$ cat config.mk
export PLATFORM = sky130hd
export DESIGN_NAME = ept_sample_packetizer
export DESIGN_NICKNAME = d
export VERILOG_FILES = /design/src/rtl/ept_sample_packetizer_pkg.sv /design/src/rtl/ept_sample_fifo.sv /design/src/rtl/ept_sample_packetizer.sv
export SDC_FILE = /design/constraint.sdc
export NUM_CORES = 1
export LEC_CHECK = 0
export ABC_CLOCK_PERIOD_IN_PS = 8100
export BUFFER_PORTS_ARGS = -buffer_cell sky130_fd_sc_hd__buf_2
export CAP_MARGIN = 20
export CORE_ASPECT_RATIO = 0.6
export CORE_MARGIN = 5
export CORE_UTILIZATION = 45
export DETAILED_ROUTE_END_ITERATION = 12
export SLEW_MARGIN = 10
export SYNTH_ARGS = -nofsm -noshare
export SYNTH_HDL_FRONTEND = slang
export SYNTH_SLANG_ARGS = --single-unit
$ cat constraint.sdc
create_clock -name CLK -period 8.1 [get_ports CLK]
set_input_delay 0.405 -clock CLK [delete_from_list [all_inputs] [get_ports CLK]]
set_output_delay 0.405 -clock CLK [all_outputs]
set_load 0.005 [all_outputs]
$ cat src/rtl/ept_sample_packetizer_pkg.sv
// ============================================================================
// ept_sample_packetizer_pkg : shared FSM encoding and packet framing constants
// Revision: 1.0
// ============================================================================
`default_nettype none

package ept_sample_packetizer_pkg;

  typedef enum logic [2:0] {
    ST_IDLE   = 3'd0,
    ST_HDR    = 3'd1,
    ST_SEQ    = 3'd2,
    ST_LEN    = 3'd3,
    ST_PAY_HI = 3'd4,
    ST_PAY_LO = 3'd5,
    ST_CSUM   = 3'd6
  } pkt_state_t;

  localparam logic [7:0] SYNC_BYTE_DEFAULT = 8'hA5;

  // Byte offsets of the packet fields; checksum follows the payload
  localparam int OFF_HDR     = 0;
  localparam int OFF_SEQ     = 1;
  localparam int OFF_LEN     = 2;
  localparam int OFF_PAYLOAD = 3;

  function automatic int pkt_bytes(input int samples);
    return OFF_PAYLOAD + 2 * samples + 1;
  endfunction

endpackage

`default_nettype wire

$ cat src/rtl/ept_sample_fifo.sv
// ============================================================================
// ept_sample_fifo : synchronous sample FIFO with occupancy, full and empty
// Revision: 1.0
// ============================================================================
`default_nettype none

module ept_sample_fifo #(
  parameter int DEPTH = 16,
  parameter int WIDTH = 16
) (
  input  logic                       clk,
  input  logic                       rst,
  input  logic                       wr_en,
  input  logic [WIDTH-1:0]           wr_data,
  input  logic                       rd_en,
  output logic [WIDTH-1:0]           rd_data,
  output logic [$clog2(DEPTH):0]     level,
  output logic                       full,
  output logic                       empty
);

  localparam int AW = $clog2(DEPTH);
  localparam logic [AW:0] FULL_LEVEL = (AW + 1)'(DEPTH);

  logic [WIDTH-1:0] mem [DEPTH];
  logic [AW-1:0]    wr_ptr;
  logic [AW-1:0]    rd_ptr;
  logic [AW:0]      count;
  logic             do_wr;
  logic             do_rd;

  assign full  = (count == FULL_LEVEL);
  assign empty = (count == '0);
  assign do_rd = rd_en & ~empty;
  // A write into a full FIFO still fits when the head leaves in the same cycle
  assign do_wr = wr_en & (~full | do_rd);

  assign rd_data = mem[rd_ptr];
  assign level   = count;

  always_ff @(posedge clk) begin
    if (do_wr) begin
      mem[wr_ptr] <= wr_data;
    end
  end

  always_ff @(posedge clk or posedge rst) begin
    if (rst) begin
      wr_ptr <= '0;
      rd_ptr <= '0;
      count  <= '0;
    end else begin
      if (do_wr) begin
        wr_ptr <= wr_ptr + 1'b1;
      end
      if (do_rd) begin
        rd_ptr <= rd_ptr + 1'b1;
      end
      case ({do_wr, do_rd})
        2'b10:   count <= count + 1'b1;
        2'b01:   count <= count - 1'b1;
        default: count <= count;
      endcase
    end
  end

endmodule

`default_nettype wire

$ cat src/rtl/ept_sample_packetizer.sv
// ============================================================================
// ept_sample_packetizer : buffers samples and streams framed, checksummed
// packets byte-wise into the endpoint write channel.  Revision: 1.0
// ============================================================================
`default_nettype none

module ept_sample_packetizer
  import ept_sample_packetizer_pkg::*;
#(
  parameter int         SAMPLES_PER_PKT = 8,
  parameter int         FIFO_DEPTH      = 16,
  parameter logic [7:0] SYNC_BYTE       = SYNC_BYTE_DEFAULT
) (
  input  logic                          CLK,
  input  logic                          RST,
  input  logic                          ENABLE,
  input  logic [15:0]                   SAMPLE_DATA,
  input  logic                          SAMPLE_VALID,
  output logic [7:0]                    TX_BYTE,
  output logic                          TX_VALID,
  input  logic                          TX_READY,
  output logic                          OVERFLOW,
  input  logic                          CLR_OVERFLOW,
  output logic [$clog2(FIFO_DEPTH):0]   FIFO_LEVEL,
  output logic                          BUSY
);

  localparam int LW = $clog2(FIFO_DEPTH) + 1;
  localparam logic [LW-1:0] START_LEVEL = LW'(SAMPLES_PER_PKT);
  localparam logic [7:0]    LEN_BYTE    = 8'(SAMPLES_PER_PKT);
  localparam logic [7:0]    LAST_SAMPLE = 8'(SAMPLES_PER_PKT - 1);

  pkt_state_t    state;
  pkt_state_t    next_state;
  logic [7:0]    seq;
  logic [7:0]    sent;
  logic [7:0]    csum;
  logic          overflow;
  logic [7:0]    tx_byte;
  logic          handshake;
  logic          wr_req;
  logic          pop;
  logic          ovf_set;
  logic [15:0]   head;
  logic [LW-1:0] fifo_level;
  logic          fifo_full;
  logic          fifo_empty;

  assign wr_req    = SAMPLE_VALID & ENABLE;
  assign TX_VALID  = (state != ST_IDLE);
  assign BUSY      = (state != ST_IDLE);
  assign handshake = TX_VALID & TX_READY;
  assign pop       = handshake & (state == ST_PAY_LO) & ~fifo_empty;
  assign ovf_set   = wr_req & fifo_full & ~pop;
  assign TX_BYTE   = tx_byte;
  assign OVERFLOW  = overflow;
  assign FIFO_LEVEL = fifo_level;

  ept_sample_fifo #(
    .DEPTH (FIFO_DEPTH),
    .WIDTH (16)
  ) u_fifo (
    .clk     (CLK),
    .rst     (RST),
    .wr_en   (wr_req),
    .wr_data (SAMPLE_DATA),
    .rd_en   (pop),
    .rd_data (head),
    .level   (fifo_level),
    .full    (fifo_full),
    .empty   (fifo_empty)
  );

  always_ff @(posedge CLK or posedge RST) begin
    if (RST) begin
      state <= ST_IDLE;
    end else begin
      state <= next_state;
    end
  end

  // Byte on the channel is a pure function of state, so it holds while stalled
  always_comb begin
    next_state = state;
    tx_byte    = 8'h00;
    case (state)
      ST_IDLE: begin
        if (ENABLE && (fifo_level >= START_LEVEL)) begin
          next_state = ST_HDR;
        end
      end
      ST_HDR: begin
        tx_byte = SYNC_BYTE;
        if (TX_READY) next_state = ST_SEQ;
      end
      ST_SEQ: begin
        tx_byte = seq;
        if (TX_READY) next_state = ST_LEN;
      end
      ST_LEN: begin
        tx_byte = LEN_BYTE;
        if (TX_READY) next_state = ST_PAY_HI;
      end
      ST_PAY_HI: begin
        tx_byte = head[15:8];
        if (TX_READY) next_state = ST_PAY_LO;
      end
      ST_PAY_LO: begin
        tx_byte = head[7:0];
        if (TX_READY) begin
          next_state = (sent == LAST_SAMPLE) ? ST_CSUM : ST_PAY_HI;
        end
      end
      ST_CSUM: begin
        tx_byte = csum;
        if (TX_READY) next_state = ST_IDLE;
      end
      default: begin
        next_state = ST_IDLE;
      end
    endcase
  end

  always_ff @(posedge CLK or posedge RST) begin
    if (RST) begin
      seq      <= 8'h00;
      sent     <= 8'h00;
      csum     <= 8'h00;
      overflow <= 1'b0;
    end else begin
      // A new drop outranks a clear in the same cycle
      overflow <= ovf_set | (overflow & ~CLR_OVERFLOW);
      if (handshake) begin
        if (state == ST_CSUM) begin
          csum <= 8'h00;
          seq  <= seq + 8'd1;
        end else begin
          csum <= csum ^ tx_byte;
        end
        if (state == ST_PAY_LO) begin
          sent <= (sent == LAST_SAMPLE) ? 8'h00 : sent + 8'd1;
        end
      end
    end
  end

endmodule

`default_nettype wire
After elaboration in Yosys (flattened, before gate mapping)

Memory sizes are Yosys's and may differ from the RTL's.
Cells that the tools add are included.

Add/subtract/negate cells: 6
Order comparisons: 1
Equal/unequal tests: 17
Multiplexer cells: 15
Bitwise operators: 16
Reductions and logical operators: 8

Operators with widths:

| cell                                                                                 | number |
|---|---|
| 8-bit case mux with 6 select lines                                                   | 1 |
| 3-bit two-way mux                                                                    | 7 |
| 3-bit case mux with 7 select lines                                                   | 1 |
| 8-bit by 1-bit adder with 8-bit output (second input constant)                       | 2 |
| 8-bit two-way mux                                                                    | 2 |
| 2-bit != test (second input constant)                                                | 7 |
| 5-bit case mux with 2 select lines                                                   | 1 |
| 1-bit AND                                                                            | 9 |
| 3-bit == test (second input constant)                                                | 3 |
| 4-bit by 1-bit adder with 4-bit output (second input constant)                       | 2 |
| 8-bit by 3-bit == test with 1-bit output (second input constant)                     | 1 |
| 8-bit bitwise XOR                                                                    | 1 |
| 7-bit AND reduction                                                                  | 1 |
| 3-bit by 2-bit == test with 1-bit output (second input constant)                     | 2 |
| 5-bit by 1-bit adder with 5-bit output (second input constant)                       | 1 |
| 5-bit == test (second input constant)                                                | 1 |
| 5-bit by 4-bit greater-or-equal comparator with 1-bit output (second input constant) | 1 |
| 5-bit zero test                                                                      | 1 |
| 5-bit by 1-bit subtractor with 5-bit output (second input constant)                  | 1 |
| 1-bit NOT                                                                            | 4 |
| 2-bit AND reduction                                                                  | 2 |
| 3-bit by 1-bit == test with 1-bit output (second input constant)                     | 1 |
| 3-bit zero test                                                                      | 1 |
| 3-bit nonzero test                                                                   | 1 |
| other kinds (7)                                                                      | 9 |

Register bits after elaboration: 41
RAM bits: 256
Bits of input ports: 22
Output and inout port bits: 16
Word-level logic and storage cells: 72
Memories kept: 1

Memories:

| memory     | words | width | rd ports | clocked after Yosys merged registers in | wr ports | RTL line              | RTL |
|---|---|---|---|---|---|---|---|
| u_fifo.mem | 16    | 16    | 1        | 0                                       | 1        | ept_sample_fifo.sv:25 | `logic [WIDTH-1:0] mem [DEPTH];` |

Longest topological paths before layout

Word-level depth: 9
Depth in mapped cells: 12
Depth with buffers taken out: 10

Modules after synthesis

Synthesis repeated with hierarchy kept, for this count alone.

Cell total of the unflattened synthesis: 679
Area total of the unflattened synthesis: 12315.6 um^2

Modules (own cells, without submodules):

| module                | times used | cells each | area each (um^2) | seq. area each (um^2) |
|---|---|---|---|---|
| ept_sample_fifo       | 1          | 490        | 10540.1          | 8012.7 |
| ept_sample_packetizer | 1          | 189        | 1775.5           | 700.7 |

Worst setup path after synthesis

OpenSTA, ideal clock, no wires.

Path type: reg-to-reg
From: register state[1]
To: memory u_fifo.mem[3][0], enable pin
Setup time: 409 ps
Data arrival time: 2708 ps
Required time: 7691 ps
Path slack: 4983 ps
Cell stages (with the launch flop): 7
Path buffers: 1
Period minus slack after synthesis: 3117 ps
Path through: dfrtp_1 -> clkbuf_1 -> inv_1 -> nand4_1 -> a31oi_2 -> nand2_1 -> nor3_1

Longest elaborated chain between the ends: 9
Elaborated cells between the ends (all ways): 10
Those cells by class: eq/ne: 1; mux: 2; bitwise: 6; reduce/logical: 1

RTL lines:

| element                                   | RTL line                    | RTL |
|---|---|---|
| start, declared                           | ept_sample_packetizer.sv:33 | `pkt_state_t state;` |
| start signal, assigned                    | ept_sample_packetizer.sv:78 | `state <= next_state;` |
| 3-bit nonzero test                        | ept_sample_packetizer.sv:50 | `assign TX_VALID = (state != ST_IDLE);` |
| 1-bit AND                                 | ept_sample_packetizer.sv:52 | `assign handshake = TX_VALID & TX_READY;` |
| 1-bit AND * (2 in a row)                  | ept_sample_packetizer.sv:53 | `assign pop = handshake & (state == ST_PAY_LO) & ~fifo_empty;` |
| 1-bit AND *                               | ept_sample_fifo.sv:34       | `assign do_rd = rd_en & ~empty;` |
| 1-bit OR *                                | ept_sample_fifo.sv:36       | `assign do_wr = wr_en & (~full \| do_rd);` |
| 1-bit AND *                               | ept_sample_fifo.sv:36       |  |
| 1-bit two-way mux *                       | ept_sample_fifo.sv:42       | `if (do_wr) begin` |
| 1-bit two-way mux (implied by the code) * | ept_sample_fifo.sv:43       | `mem[wr_ptr] <= wr_data;` |
| end, declared                             | ept_sample_fifo.sv:25       |  |

Every way passes the cells marked *; elsewhere a longest branch is shown, timed or not.

Worst setup path in the final report

From: register u_fifo.rd_ptr[0]
To: output TX_BYTE[0]

Longest elaborated chain between the ends: 2

RTL lines:

| element                            | RTL line                    | RTL |
|---|---|---|
| start, declared                    | ept_sample_fifo.sv:27       | `logic [AW-1:0] rd_ptr;` |
| start signal, assigned             | ept_sample_fifo.sv:57       | `rd_ptr <= rd_ptr + 1'b1;` |
| memory 16 x 16 bit                 | --                          |  |
| 8-bit case mux with 6 select lines | ept_sample_packetizer.sv:86 | `case (state)` |
| end, declared                      | ept_sample_packetizer.sv:19 | `output logic [7:0] TX_BYTE,` |

Every way passes these cells.

==> flow_metrics.tcl <==
set metrics [dict create \
    outcome "complete, no violations" \
    dp_worst_setup_slack_ns 4.33 \
    synth_cells 685 \
    ys_seq_area_share_pct 71.1 \
    final_cell_mix "256 x edfxtp_1, 48 x mux4_2, 41 x nand2_1, 39 x dfrtp_1, 37 x buf_2" \
    p_switching_mw 1.29 \
    viasPerCell 5.84 \
    antenna_cells 0 \
    grtUsageTotal_pct 18.5 \
    dp.final_hpwl_mm 17.9 \
    chipWidth_um 223 \
    internal_power_mw 3.03 \
    finalCriticalPeriod_ns 4.12 \
    core-area_um2 26600 \
    initial_core_util_pct 46.1 \
    synth_edf_count 256 \
    clk_path_buf_depth 3 \
    cts_sinks 297 \
    port_buffers 37 \
    finalWorstSetupSlack_ns 3.98 \
    relSlewSlack_pct 27.8 \
    leakage_nw 4.59 \
    power_per_cell_area_nw_per_um2 313 \
    grt_max_degree 54 \
    fp-row-count 46 \
    antenna_found_initial 0 \
    postCtsSetupBuffers 0 \
    finClkSkew_ns 0.0156 \
    startpoint_type "flop" \
    nNetsFinal 763 \
    post_synth.cell_area_avg_um2 17.9 \
    drive_gt1_share_pct 24.6 \
    rsz0062_at_grt "false" \
    grt_pass1_vias 6547 \
    gp_congestion 0.819 \
    ant_nets 0 \
    worstPathMaxFanout 53 \
    p_total_mw 4.32 \
    drt_wl_total_mm 28.1 \
    clk_pin_slew_ns 0.07 \
    drv_slew 0 \
    setup_viol 0 \
    yosys_warnings 0 \
    clk_latency_ns 0.55 \
    vdd_drop_max_uv 208 \
    dr_total_vias 6489 \
    p_comb_share_pct 23.7 \
    synthArstFlopShare_pct 13.8 \
    final_core_util_pct 52.0 \
    first_pass_iters 5 \
    holdBufCountCts 1 \
    syn_nets 716 \
    pwr-share-clk_pct 30.4 \
    seqPwrFrac_pct 45.9 \
    critical_path_class "reg -> out" \
    cts_tree "built" \
    cts-root-buf "clkbuf_16" \
    worst_pin_slew_ns 1.08 \
    overflow 0 \
    arrival_ns 3.72 \
    maxCapViolations 0 \
    area_growth_pct 12.8 \
    hp-class "in -> reg" \
    grt_pass1_wl_mm 42.3 \
    h-tree-depth 1 \
    cts_made_buffers 29 \
    cp.required_ns 7.70 \
    dpl.cell_count 1055 \
    fmax_mhz 242 \
    avgRoutedWirePerCell_um 25.3 \
    period_share_pct 50.9 \
    synth-seq-cells 297 \
    die_h_um 138 \
    dieArea_um2 30700 \
    hold_violations 0 \
    ys.flop_type "edfxtp_1" \
    drc 0 \
    synth_cell_types 66 \
    sw_frac_of_total_pct 29.9 \
    end_kind "output pin" \
    ctsResizeCount 0 \
    layout_commonest_cell "edfxtp_1" \
    drt_iter0_markers 670 \
    nFillCells 2128 \
    finalNonFillerCells 1112 \
    synth_area_um2 12300 \
    tns_ns 0 \
    ios 38 \
]
[kinds of logic after synthesis]
| family | count (synthesis) | synth area share [%] |
|---|---|---|
| muxes | 91 | 13.5 |
| buffers and inverters | 47 | 2.13 |
| adders and majority gates | 10 | 1.00 |
| AOI/OAI and AO/OA | 84 | 5.04 |
| and+or+nand+nor | 127 | 5.11 |
| DFF | 297 | 71.1 |
| xor gates and xnor gates | 29 | 2.07 |
[final timing paths]
path                                        from               end  slack (ns)  cells past startpoint
max in group asynchronous                    RST  u_fifo.rd_ptr[0]        7.14                      4
worst max-delay path            u_fifo.rd_ptr[0]        TX_BYTE[0]        3.98                      7
min in group asynchronous                    RST            seq[2]        0.52                      4
worst min-delay path                CLR_OVERFLOW          OVERFLOW        0.04                      2
worst max register to register          state[2]  u_fifo.mem[2][4]        4.36                      5
worst min register to register           csum[2]           csum[2]        0.48                      1
[state kept, by name, indices dropped and copies added (netlist names)]
register       count
u_fifo.mem       256
csum               8
sent               8
seq                8
u_fifo.level       5
u_fifo.rd_ptr      4
u_fifo.wr_ptr      4
state              3
OVERFLOW           1
[power by group through the flow]
stage	Clock [mW]	Sequential, mW	Combinational [mW]
after detailed placement	0	2.02	1.02
final	1.31	1.99	1.02
after CTS	1.34	1.99	1.02
after floorplan	0	1.89	0.835
after global routing	1.41	2.01	1.11
after global placement	0	2.01	1.00
[worst max-delay path, cell delays in order, from the launching register on]
cell      delay (ns)
dfrtp_4         0.68
buf_4           0.79
mux4_2          0.63
a221oi_1        0.40
o21ai_0         0.16
o21ai_0         0.16
nand2_1         0.12
buf_2           0.14
[synthesized netlist by cell type (4+ instances only)]
| cell type | instances | area (um^2) |
|---|---|---|
| a211oi_1 | 4 | 30.0 |
| a21oi_1 | 14 | 70.1 |
| a221oi_1 | 8 | 70.1 |
| a22o_1 | 4 | 35.0 |
| a22oi_1 | 6 | 45.0 |
| a31oi_1 | 4 | 25.0 |
| buf_1 | 6 | 22.5 |
| buf_2 | 10 | 50.1 |
| buf_6 | 6 | 67.6 |
| clkbuf_1 | 11 | 41.3 |
| dfrtp_1 | 41 | 1030 |
| edfxtp_1 | 256 | 7690 |
| ha_1 | 9 | 113 |
| inv_1 | 9 | 33.8 |
| mux2_2 | 11 | 124 |
| mux2i_1 | 23 | 230 |
| mux4_1 | 8 | 210 |
| mux4_2 | 48 | 1080 |
| nand2_1 | 41 | 154 |
| nand2b_1 | 4 | 25.0 |
| nand3_1 | 11 | 55.1 |
| nand4_1 | 9 | 56.3 |
| nor2_1 | 32 | 120 |
| nor2b_1 | 4 | 25.0 |
| nor3_1 | 5 | 25.0 |
| o21ai_0 | 14 | 70.1 |
| xnor2_1 | 25 | 219 |
| xor2_1 | 4 | 35.0 |
[through the flow]
stage	hold WS [ns]	instance area, um^2
3_3_place_gp	0.465	12800
3_5_place_dp	0.466	12800
4_1_cts	0.0137	13700
6_report	0.0357	13800
2_1_floorplan	0.442	12300
5_1_grt	0.0187	13800
[area by class of cell]
type	count	area [um^2]	share of cell area, %
timing repair buffer	53	358	2.59
tap	360	450	3.26
clock inverter	18	175	1.27
inverter	10	37.5	0.272
clock buffer	33	741	5.36
multi-input combinational	341	3340	24.2
sequential	297	8720	63.1
[metal layers]
metal / share of wire, % / global-route usage (%)
met2: 44 / 27.2
met5: 0 / 0
met3: 7.5 / 4.45
met1: 47 / 28.5
met4: 1.4 / 3.40
Power figures use the tool's default switching activity.
